===== src/rtl/xor_64.sv =====
// rtl/xor_64.sv - registered 64-bit bitwise XOR with optional Y86 flags (XOR64_FLAGS_EN)
module xor_64 #(
  parameter int WIDTH = 64
) (
  input  logic             clk,
  input  logic             rst,
  input  logic             in_valid,
  input  logic [WIDTH-1:0] p,
  input  logic [WIDTH-1:0] q,
  output logic [WIDTH-1:0] r,
  output logic             out_valid,
  output logic             zf,
  output logic             sf,
  output logic             of
);

  logic [WIDTH-1:0] x;

  // One XOR cell per bit; no carry chain, the sign bit is just another cell.
  for (genvar i = 0; i < WIDTH; i++) begin : g_cell
    assign x[i] = p[i] ^ q[i];
  end

  // r holds its last value while idle; only out_valid drops.
  always_ff @(posedge clk) begin
    if (rst) begin
      r         <= '0;
      out_valid <= 1'b0;
    end else begin
      out_valid <= in_valid;
      if (in_valid) begin
        r <= x;
      end
    end
  end

`ifdef XOR64_FLAGS_EN
  logic zf_q;
  logic sf_q;

  always_ff @(posedge clk) begin
    if (rst) begin
      zf_q <= 1'b0;
      sf_q <= 1'b0;
    end else if (in_valid) begin
      zf_q <= (x == '0);
      sf_q <= x[WIDTH-1];
    end
  end

  assign zf = zf_q;
  assign sf = sf_q;
  // XOR can never overflow.
  assign of = 1'b0;
`else
  assign zf = 1'b0;
  assign sf = 1'b0;
  assign of = 1'b0;
`endif

endmodule


===== config.mk =====
export PLATFORM = sky130hd
export DESIGN_NAME = xor_64
export DESIGN_NICKNAME = d
export VERILOG_FILES = /design/src/rtl/xor_64.sv
export SDC_FILE = /design/constraint.sdc
export NUM_CORES = 1
export LEC_CHECK = 0
export ABC_AREA = 1
export ABC_CLOCK_PERIOD_IN_PS = 800
export BUFFER_PORTS_ARGS = -buffer_cell sky130_fd_sc_hd__buf_2
export CAP_MARGIN = 20
export CORE_MARGIN = 4
export CORE_UTILIZATION = 40
export CTS_CLUSTER_DIAMETER = 30
export DETAILED_ROUTE_END_ITERATION = 12
export PLACE_DENSITY_LB_ADDON = 0.05
export SLEW_MARGIN = 30
export SYNTH_ARGS = -nofsm -noshare
export SYNTH_HDL_FRONTEND = slang
export SYNTH_SLANG_ARGS = --single-unit

===== constraint.sdc =====
create_clock -name clk -period 0.8 [get_ports clk]
set_input_delay 0.08 -clock clk [delete_from_list [all_inputs] [get_ports clk]]
set_output_delay 0.08 -clock clk [all_outputs]
set_load 0.1 [all_outputs]

# After elaboration in Yosys (flattened, before gate mapping)
# Index checks and enable logic that the tools add are counted.
[word_totals]
reg_bits = 65
output_inout_bits = 68
elab_cells = 66
[classes]
n_bitwise = 64
[op_table]
columns = ["cell", "n"]
rows = [
  ["$xor A1 B1 Y1", 64],
]

# Depth between registers and ports, before layout
[depth]
depth_word = 1
depth_mapped = 6
mapped_depth_nobuf = 5

# Worst setup path after synthesis
# OpenSTA, ideal clock, no wires.
[synth_timing]
path_type = "reg2reg"
from = "register, netlist name r[63]"
to = "register r[63]"
arrival_ps = 1226
required_time_ps = 744
slack_ps = -482
path_stages_with_launch = 5
path_buffers = 0
cell_sequence = "dfxtp_1 > nor2_1 > nor2_1 > nand2_1 > inv_1"
[synth_lines]
columns = ["item", "line", "source"]
rows = [
  ["end signal, assigned", "27", "r <= '0;"],
  ["end signal, assigned", "32", "r <= x;"],
  ["end, declared", "10", "output logic [WIDTH-1:0] r,"],
]

# Worst setup path in the final report
[layout_timing]
from = "register r[39]"
to = "output r[39]"
# No word-level cell between the ends.

==> run summary <==
outcome: finished with violations
failing checks: setup timing
f_max: 1060 MHz
Peak VDD IR: 0.846 mV
fin crit period: 942 ps
Total Nets Final: 990
min-delay src: q[40]
Placed Instance Area: 0.00600 mm²
Crit path arrival time: 860 ps
setup TNS: -8360 ps
RSZ-0062 raised after global routing: true
Critical Path RT: 720 ps
Hold Slack: 44.7 ps
cell row count: 34
critical path startpoint category: flip-flop
Mapped Cells: 668
ant diodes: 0
slowest cell on the critical path: dfxtp_4
Clock Skews: 0 ps
sequential share of the synthesized area: 35.2%
Crit. End Element: primary output
largest net degree at the start of global routing: 49
type of the worst min-delay path: input pin to flip-flop
I/O pin cnt: 199
Lkg Pwr: 3.79 nW
die area: 0.0108 mm²
Initial Util: 41.7%
CP startpoint: r[39]$_SDFFE_PP0P_
CTS tree: done
Antenna Nets Post-Route: 0
Place WS: -10.0 ps
share of cells above drive strength 1: 32.6%
synth unique cells: 9
CP top delay family: flip-flops
Slew Viols, Final: 0
Clock Path Buffers: 2
CP peak stage delay: 370 ps
Setup WS post-layout: -142 ps
drt first pass iters: 6
Layout Utilization: 69.8%
Post-Route WL: 9.87 mm
Area Growth Syn to Fin: 67.3%
synth warn: 0
XOR/XNOR Fraction of Synth Area: 0%
via/cell ratio: 4.19
worst path cell trace: buf_12
Setup-failing EPs final: 65
drt initial violations: 165
vias in the first global route: 3,770
H-tree depth: 3
Root Buffer: clkbuf_8
period utilisation layout: 118%
area share of fa/ha/maj cells after synthesis: 0%
Synth Area in Compound Gates: 0%
Port Buf Inserts: 195
kind of critical path: flip-flop to primary output
via count: 4,069
drt drc: 0
mapped cell area: 0.00369 mm²
Clk Latency, worst-skew pair: 310 ps
HPWL Detailed: 8.03 mm
mux cell area share after synthesis: 0%
#FFs+latches synth: 65
Die Ht: 104 µm
clock buffer count from CTS: 9
Simple-Gate Fraction of Synth Area: 41.3%
total grt overflow: 0
Mapped Avg Cell Area: 5.53 µm²
main combinational cell family by area after synthesis: simple AND/OR/NAND/NOR gates
CP max FO: 2
initial antenna violation count: 0
Global Route Usage Sum: 18.2%
r2r startpoint: r[55]$_SDFFE_PP0P_
Max Cap Viol: 0
Placer Congestion: 0.777
Clock Sinks: 65
cell area after layout: 0.00618 mm²
first-pass GRT wire length: 16.5 mm
pwr dens: 1640 mW/mm²
core area: 0.00885 mm²
Chip Width: 104 µm
Critical path buffers and inverters: 1
clock-pin slew on the worst setup and hold paths: 80 ps
WL/cell: 10.2 µm
Final Hold Vio Count: 0
## path summary, 6_finish.rpt
path / end / slack, ps / cells after the start
worst min-delay path: r[40]$_SDFFE_PP0P_ / 40 / 5
worst max register to register: r[55]$_SDFFE_PP0P_ / 30 / 5
worst min register to register: r[20]$_SDFFE_PP0P_ / 580 / 4
worst max-delay path: r[39] / -140 / 1
## layer usage
metal / up-vias / routed length (µm) / GRT usage [%]
li1: 2240 / - / -
met1: 1680 / 3860 / 19.5
met2: 129 / 4860 / 32.3
met3: 20 / 913 / 7.32
met4: 0 / 239 / 6.46
met5: - / 0 / 0
## layout make-up
type | count | area [µm²]
Inverter | 193 | 724
Multi-Input combinational cell | 388 | 1540
Timing Repair Buffer | 202 | 2070
Tap cell | 108 | 135
Clock inverter | 6 | 35.0
Fill cell | 744 | 2670
Clock buffer | 10 | 128
Sequential cell | 65 | 1540
## Yosys cell counts
master,number,area share (%)
nand3_1,64,8.7
buf_4,8,1.6
buf_2,15,2.0
clkbuf_1,1,0.10
nand2_1,192,20
nor2_1,129,13
inv_1,193,20
dfxtp_1,65,35
conb_1,1,0.10
## cell families (layout without fill, tap and decap cells)
family / after synthesis / count (layout)
AND/OR/NAND/NOR: 385 / 385
buffers and inverters: 217 / 411
flip-flops: 65 / 65
other: 1 / 3
## through the flow
stage | power (mW) | cells
floorplan | 6.25 | 670
global placement | 7.86 | 955
detailed placement | 7.93 | 955
CTS | 10.3 | 972
global route | 10.7 | 972
finish | 10.1 | 972
## power breakdown
| group | switching [mW] | internal (mW) | total, mW |
|---|---|---|---|
| clock | 1.19 | 1.10 | 2.29 |
| sequential | 0.242 | 3.44 | 3.68 |
| combinational | 2.65 | 1.52 | 4.17 |
## sequential cells by signal (all words and copies together), names as in the netlist
signal and count:
r 64, out_valid 1
## what timing repair did
item / 4_1_cts / 5_1_grt
resized for setup: 1 / 2
endpoints found under the setup margin: 65 / 66
hold endpoints to repair: 0 / 0
buffers inserted: 1 / 0
hold buffers: 0 / 0
## cells in the final DEF, fill, tap and decap left out, drive strengths merged
master,synthesis,layout
clkinv,0,5
nand2,192,192
clkinvlp,0,1
inv,193,193
clkbuf,1,10
nor2,129,129
conb,1,3
buf,23,202
dfxtp,65,65
nand3,64,64
Power figures use the tool's default switching activity.
